===== src/rtl/uart_alu_pkg.sv =====
// Shared types and defaults for the UART-driven ALU controller.
package uart_alu_pkg;

    localparam int unsigned DefDbit    = 8;
    localparam int unsigned DefNbOp    = 6;
    localparam int unsigned DefTimeout = 50_000_000;

    typedef enum logic [2:0] {
        WaitA  = 3'd0,
        WaitB  = 3'd1,
        WaitOp = 3'd2,
        Exec   = 3'd3,
        Send   = 3'd4,
        WaitTx = 3'd5
    } state_e;

    function automatic logic is_busy(input state_e s);
        return (s == Exec) || (s == Send) || (s == WaitTx);
    endfunction

endpackage


===== src/rtl/byte_timer.sv =====
// Inter-byte watchdog: counts enabled cycles, saturates at TIMEOUT-1 and flags expiry.
module byte_timer #(
    parameter int unsigned TIMEOUT = 100
) (
    input  logic i_clk,
    input  logic i_reset,
    input  logic i_clr,
    input  logic i_en,
    output logic o_expired
);

    localparam int unsigned CW = (TIMEOUT > 1) ? $clog2(TIMEOUT) : 1;
    localparam logic [CW-1:0] Last = CW'(TIMEOUT - 1);

    logic [CW-1:0] cnt_q, cnt_d;

    always_comb begin
        cnt_d = cnt_q;
        if (i_clr) begin
            cnt_d = '0;
        end else if (i_en && (cnt_q != Last)) begin
            cnt_d = cnt_q + CW'(1);
        end
    end

    always_ff @(posedge i_clk or posedge i_reset) begin
        if (i_reset) begin
            cnt_q <= '0;
        end else begin
            cnt_q <= cnt_d;
        end
    end

    // A clear in the same cycle (accepted byte) overrides expiry.
    assign o_expired = i_en && !i_clr && (cnt_q == Last);

endmodule


===== src/rtl/uart_alu_ctrl.sv =====
// Collects operand A, operand B and opcode bytes from a UART receiver, latches the ALU
// result and hands it to the UART transmitter; guards against stalls and overruns.
module uart_alu_ctrl
    import uart_alu_pkg::*;
#(
    parameter int unsigned DBIT    = DefDbit,
    parameter int unsigned NB_OP   = DefNbOp,
    parameter int unsigned TIMEOUT = DefTimeout
) (
    input  logic             i_clk,
    input  logic             i_reset,
    input  logic             i_rx_done,
    input  logic [DBIT-1:0]  i_rx_data,
    input  logic [DBIT-1:0]  i_alu_result,
    input  logic             i_tx_done,
    output logic [DBIT-1:0]  o_data_a,
    output logic [DBIT-1:0]  o_data_b,
    output logic [NB_OP-1:0] o_opcode,
    output logic             o_tx_start,
    output logic [DBIT-1:0]  o_tx_data,
    output logic             o_busy,
    output logic             o_timeout,
    output logic             o_overrun
);

    state_e           state_q, state_d;
    logic [DBIT-1:0]  data_a_q, data_a_d, data_b_q, data_b_d, tx_data_q, tx_data_d;
    logic [NB_OP-1:0] opcode_q, opcode_d;
    logic             tx_start_q, tx_start_d, busy_q, busy_d;
    logic             timeout_q, timeout_d, overrun_q, overrun_d;
    logic             rx_accept, tmr_en, tmr_clr, tmr_expired;

    assign tmr_en    = (state_q == WaitB) || (state_q == WaitOp);
    assign rx_accept = i_rx_done && !is_busy(state_q);
    assign tmr_clr   = rx_accept || !tmr_en;

    byte_timer #(
        .TIMEOUT (TIMEOUT)
    ) u_byte_timer (
        .i_clk     (i_clk),
        .i_reset   (i_reset),
        .i_clr     (tmr_clr),
        .i_en      (tmr_en),
        .o_expired (tmr_expired)
    );

    always_comb begin
        state_d    = state_q;
        data_a_d   = data_a_q;
        data_b_d   = data_b_q;
        opcode_d   = opcode_q;
        tx_data_d  = tx_data_q;
        tx_start_d = 1'b0;
        timeout_d  = 1'b0;
        overrun_d  = overrun_q | (i_rx_done & is_busy(state_q));
        unique case (state_q)
            WaitA: begin
                if (i_rx_done) begin
                    data_a_d = i_rx_data;
                    state_d  = WaitB;
                end
            end
            WaitB: begin
                if (i_rx_done) begin
                    data_b_d = i_rx_data;
                    state_d  = WaitOp;
                end else if (tmr_expired) begin
                    state_d   = WaitA;
                    timeout_d = 1'b1;
                end
            end
            WaitOp: begin
                if (i_rx_done) begin
                    opcode_d = i_rx_data[NB_OP-1:0];
                    state_d  = Exec;
                end else if (tmr_expired) begin
                    state_d   = WaitA;
                    timeout_d = 1'b1;
                end
            end
            Exec: begin
                tx_data_d  = i_alu_result;
                tx_start_d = 1'b1;
                state_d    = Send;
            end
            Send: begin
                state_d = WaitTx;
            end
            WaitTx: begin
                if (i_tx_done) begin
                    state_d = WaitA;
                end
            end
            default: begin
                state_d = WaitA;
            end
        endcase
        busy_d = is_busy(state_d);
    end

    always_ff @(posedge i_clk or posedge i_reset) begin
        if (i_reset) begin
            state_q    <= WaitA;
            data_a_q   <= '0;
            data_b_q   <= '0;
            opcode_q   <= '0;
            tx_data_q  <= '0;
            tx_start_q <= 1'b0;
            busy_q     <= 1'b0;
            timeout_q  <= 1'b0;
            overrun_q  <= 1'b0;
        end else begin
            state_q    <= state_d;
            data_a_q   <= data_a_d;
            data_b_q   <= data_b_d;
            opcode_q   <= opcode_d;
            tx_data_q  <= tx_data_d;
            tx_start_q <= tx_start_d;
            busy_q     <= busy_d;
            timeout_q  <= timeout_d;
            overrun_q  <= overrun_d;
        end
    end

    assign o_data_a   = data_a_q;
    assign o_data_b   = data_b_q;
    assign o_opcode   = opcode_q;
    assign o_tx_data  = tx_data_q;
    assign o_tx_start = tx_start_q;
    assign o_busy     = busy_q;
    assign o_timeout  = timeout_q;
    assign o_overrun  = overrun_q;

endmodule


===== config.mk =====
export PLATFORM = sky130hd
export DESIGN_NAME = uart_alu_ctrl
export DESIGN_NICKNAME = d
export VERILOG_FILES = /design/src/rtl/uart_alu_pkg.sv /design/src/rtl/byte_timer.sv /design/src/rtl/uart_alu_ctrl.sv
export SDC_FILE = /design/constraint.sdc
export NUM_CORES = 1
export LEC_CHECK = 0
export CORE_MARGIN = 2
export CORE_UTILIZATION = 38
export CTS_CLUSTER_DIAMETER = 100
export CTS_CLUSTER_SIZE = 10
export DETAILED_ROUTE_END_ITERATION = 10
export MAX_ROUTING_LAYER = met4
export PLACE_DENSITY = 0.62
export SYNTH_ARGS = -nofsm -noshare
export SYNTH_HDL_FRONTEND = slang
export SYNTH_SLANG_ARGS = --single-unit

===== constraint.sdc =====
create_clock -name i_clk -period 2 [get_ports i_clk]
set_input_delay 0.4 -clock i_clk [delete_from_list [all_inputs] [get_ports i_clk]]
set_output_delay 0.4 -clock i_clk [all_outputs]
set_load 0.02 [all_outputs]

# == Yosys cells after proc, flatten, opt, wreduce, memory -nomap -nowiden ==
# Index checks and enable logic that the tools add are counted.
# classes
n_addsub,1
eq_ne,10
n_mux,12
bitwise_logic,2
n_reduce_logical,19
# ops
cell,n
$mux W26,2
$add A26 B1 Y26 const B,1
$eq A26 B26 Y1 const B,1
$ne A26 B26 Y1 const B,1
$pmux W3 S6,1
$mux W3,5
$eq A3 B3 Y1 const B,4
$eq A3 B2 Y1 const B,3
$logic_or A1 B1 Y1,6
$reduce_and A2 Y1,3
$logic_and A1 B1 Y1,4
$mux W1,4
$eq A3 B1 Y1 const B,1
$logic_not A1 Y1,3
$logic_not A3 Y1,1
$reduce_bool A2 Y1,1
$reduce_or A2 Y1,1
$and A1 B1 Y1,1
$or A1 B1 Y1,1
# totals
ff_bits,63
in_bits,20
output_inout_bits,34

# == Longest topological paths before layout ==
# depth
depth_word,15
depth_mapped,6
depth_no_buf,5

# == By module ==
# Synthesis repeated with hierarchy kept, for this count alone.
# hier_totals
hier_cells,251
hier_area_um2,2896.5
# by_module_without_submodules
mod,instances,cells_per_inst,area_per_inst_um2
uart_alu_ctrl,1,100,1471.4
byte_timer,1,151,1425.1

# == Least setup slack after synthesis ==
# OpenSTA, ideal clock, no wires.
# synth_timing
path_type,reg2reg
from,reg u_byte_timer.cnt_q[0]
to,reg u_byte_timer.cnt_q[22]
arrival_ns,1.780
setup_slack_ns,0.143
stages_incl_launch_ff,6
path_buffers,0
period_less_slack_ns,1.857
cell_sequence,dfrtp_1 > ha_1 > nand4_1 > or4_4 > or4_1 > a21oi_1
# synth_via
elab_chain_cells,3
word_cells_on_any_way,6
# synth_rtl
element,line_no,rtl
start: declaration,byte_timer.sv:15,"logic [CW-1:0] cnt_q, cnt_d;"
start signal: assignment,byte_timer.sv:30,cnt_q <= cnt_d;
$add A26 B1 Y26 / $ne A26 B26 Y1 (equally long branches),"byte_timer.sv:22, byte_timer.sv:21",
$mux W26 / $logic_and A1 B1 Y1 (equally long branches),byte_timer.sv:21,end else if (i_en && (cnt_q != Last)) begin
$mux W26 / $reduce_bool A2 Y1 (equally long branches),n/a,
# Parallel ways exist; a longest one is shown, timed or not. The select of a mux whose other input is x is not followed.
# A chain may end at the register's enable or synchronous reset.

# == Worst setup path in the final report ==
# layout_timing
from,reg u_byte_timer.cnt_q[1]
to,reg u_byte_timer.cnt_q[22]
# The elaborated chain is that of the path after synthesis.

==> flow_summary_export.csv <==
group,metric,value,unit
logic_synthesis,syn_area,2880,sq um
floorplan,num_io_pins,54,
final_layout,num_antenna_cells,0,
final_layout,layout_common_cells,"sky130_fd_sc_hd__dfrtp_1 (63), sky130_fd_sc_hd__clkdlybuf4s50_1 (53), sky130_fd_sc_hd__mux2_2 (30)",
critical_path,critical_path.cell_chain,"ha_1 -> nand4_1 -> or4_4 -> or4_1 -> a21oi_1",
floorplan,dieArea,8290,sq um
logic_synthesis,synth_simple_gate_area_share,18.0,%
logic_synthesis,yosys.area_share.xor_xnor,1.83,%
timing,summed_negative_setup_slack_over_all_endpoints,0,ns
logic_synthesis,ys_types,44,
floorplan,num_rows,31,
logic_synthesis,netlist_top_cells_area,"sky130_fd_sc_hd__dfrtp_1 (55%), sky130_fd_sc_hd__mux2_2 (12%), sky130_fd_sc_hd__or3_1 (2.4%), sky130_fd_sc_hd__a21oi_1 (2.1%), sky130_fd_sc_hd__nand2_1 (2.1%)",
routing,drt-wirelength-per-cell,15.2,microns
critical_path,critPathSlowestCell,"sky130_fd_sc_hd__or4_4",
logic_synthesis,synth.largest_area_cell,"sky130_fd_sc_hd__dfrtp_1",
final_layout,mostFrequentLayoutCell,"sky130_fd_sc_hd__dfrtp_1",
cts,cts-buffers-inserted,9,
floorplan,die_y,91.0,microns
cts,htree_num_levels,3,
global_route,number_of_global_route_vias_before_repair,2313,
global_route,groute.usage.overall,17.1,%
logic_synthesis,yosysWarnings,0,
floorplan,die_w,91.0,microns
routing,route.antenna.remaining_nets,0,
flow_run,drv.max_cap_violation_count,0,
timing,worst_clock_skew,0.0156,ns
global_route,global_route_wire_length_before_repair,11.0,mm
critical_path,critPathCaptureType,"flop",
power,power-per-cell-area,1340,nW/um^2
timing,period_minus_slack,1.92,ns
cts,clock_latency,0.34,ns
logic_synthesis,synth.ff_latch_count,63,
timing,unrepaired_setup_endpoints_after_global_routing,"true",
floorplan,start_util,39.5,%
critical_path,worst-setup-path-type,"flop to flop",
critical_path,worstPathRequired,2.27,ns
timing,max-slew-margin-rel,69.4,%
routing,drtIter0Drc,87,
routing,avgViaCountPerCell,5.19,
global_route,globalRoute.totalOverflow,0,
routing,routed_wl,6.55,mm
critical_path,largest_driver_fanout_on_the_critical_path,8,
timing,timing.fmax,520,MHz
cts,holdBufCountCts,0,
logic_synthesis,synth.mux.area_fraction,13.5,%
timing,hold_violations,0,
cts,cts.sink_count,63,
min_path,min_path_type,"primary input to async pin",
timing,setup-violations-final,0,
logic_synthesis,synth_top_family_by_area,"simple AND/OR/NAND/NOR gates",
final_layout,fin_nets,349,
placed_design,post-dp-hpwl,4.52,mm
cts,cts_tree,"yes",
placed_design,gp_congestion,0.862,
critical_path,cp_slowest_stage_delay,0.56,ns
logic_synthesis,area_share_of_the_leading_cell_type_in_the_synthesized_netlist,54.8,%
global_route,antenna_found_initial,0,
logic_synthesis,synth_compound_area_share,8.69,%
placed_design,portBuffers,53,
routing,drc,0,
cts,cts.clk_slew.worst_paths,0.08,ns
critical_path,start_kind,"flop",
final_layout,area_growth_syn_to_layout,35.7,%
cts,clock_path_buffers,2,
timing,tightestPinTransition,0.459,ns
timing,finalCritPeriodShare,96.1,%
critical_path,critPathArrivalTime,2.19,ns
logic_synthesis,synth_adder_area_share,0.435,%
global_route,largest_net_degree_at_the_start_of_global_routing,47,
power,power_leakage,1.59,nW
routing,first_pass_iters,5,
routing,vias,2240,
logic_synthesis,yosysSeqAreaShare,54.8,%
cts,clock-root-buffer,"sky130_fd_sc_hd__clkbuf_8",
logic_synthesis,synth_cells,252,
power,design_power_total,5.23,mW
logic_synthesis,postSynthNetCount,273,
floorplan,core_area,7290,sq um
logic_synthesis,synth.avg_cell_area,11.4,sq um
power,peakVddDrop,0.743,mV
status,status,"finished, final reports clean",
final_layout,post_route_cells_drive_above_1_share,24.0,%
timing,timing_max_transition_violations_final,0,
## repair_timing
item                       CTS  global route
gates resized for setup      0             1
setup buffers                0             2
hold endpoints to repair     0             0
setup endpoints to repair    0             8
## stage by stage
step	util, %	instance area [sq um]	hold WS [ns]	std cells	worst slack, ns
after floorplan	-	2880	0.493	252	0.0303
after global placement	50.2	3660	0.447	414	0.0261
after detailed placement	50.2	3660	0.444	414	0.0116
after CTS	53.3	3890	0.418	430	0.0267
after global routing	53.6	3910	0.445	432	-0.0137
final	53.6	3910	0.415	432	0.0786
## power by group
part           total [mW]  internal (mW)  switching [mW]
clock                1.28          0.717           0.559
combinational        2.09           1.10           0.991
sequential           1.86           1.64           0.216
total                5.23           3.46            1.77
## synth_stat cells, drive strengths merged
library cell / n
dfrtp: 63
mux2: 30
nand2: 17
a21oi: 12
or3: 11
nor2: 9
inv: 8
nand3: 7
nand4: 7
buf: 6
clkbuf: 6
nor3: 6
nor4: 6
o21ai: 6
or4: 6
and4: 5
mux2i: 5
o31ai: 5
xnor2: 5
or2: 4
a21o: 3
a31oi: 3
and3: 2
nand2b: 2
nand3b: 2
nor4b: 2
o21a: 2
o31a: 2
a211oi: 1
a21bo: 1
a21boi: 1
a31o: 1
ha: 1
nor3b: 1
nor4bb: 1
o211ai: 1
o21bai: 1
xor2: 1
## area by class of cell
type                            count  area (sq um)
Clock inverter                      7           104
Multi-Input combinational cell    169          1230
Sequential cell                    63          1580
Timing Repair Buffer               77           723
Clock buffer                        9           124
Inverter                            8          30.0
Tap cell                           99           124
Fill cell                         669          3380
## per-layer routing
metal	up-vias	track usage (%)	routed length (microns)	share of wire [%]
li1	1077	-	-	-
met1	1097	22.2	3160	48
met2	56	24.5	2840	43
met3	10	6.56	465	7.1
met4	0	6.06	91	1.4
met5	-	-	0	0
## flip-flops by register name, summed over array words and instances, names as in the netlist
| register | flops |
|---|---|
| o_tx_data | 8 |
| o_busy | 1 |
| o_opcode | 6 |
| o_tx_start | 1 |
| o_overrun | 1 |
| state_q | 3 |
| o_data_b | 8 |
| o_data_a | 8 |
| u_byte_timer.cnt_q | 26 |
| o_timeout | 1 |
## cells by family (layout without fill, tap and decap cells)
| logic type | Yosys count | after routing |
|---|---|---|
| adders and majority gates | 1 | 1 |
| xor gates and xnor gates | 6 | 6 |
| muxes | 35 | 35 |
| DFF | 63 | 63 |
| and+or+nand+nor | 88 | 88 |
| AOI/OAI and AO/OA | 39 | 39 |
| buffers and inverters | 20 | 101 |
## worst paths after layout
kind,start,endpoint,slack [ns],depth (start not counted)
max,u_byte_timer.cnt_q[1]$_DFFE_PP0P_,u_byte_timer.cnt_q[22]$_DFFE_PP0P_,0.08,5
min,i_reset,u_byte_timer.cnt_q[3]$_DFFE_PP0P_,0.42,3
max reg2reg,u_byte_timer.cnt_q[1]$_DFFE_PP0P_,u_byte_timer.cnt_q[22]$_DFFE_PP0P_,0.08,5
min reg2reg,o_overrun$_DFF_PP0_,o_overrun$_DFF_PP0_,0.46,1
max in group asynchronous,i_reset,o_tx_data[0]$_DFFE_PP0P_,1.35,3
min in group i_clk,o_overrun$_DFF_PP0_,o_overrun$_DFF_PP0_,0.46,1
## worst max-delay path, delay by kind of cell (launching register included)
family / cells / cell delay [ns]
simple gates: 3 / 1.17
compound gates: 1 / 0.16
flops: 1 / 0.36
fa+ha+maj: 1 / 0.16
(Power assumes the default switching activity.)
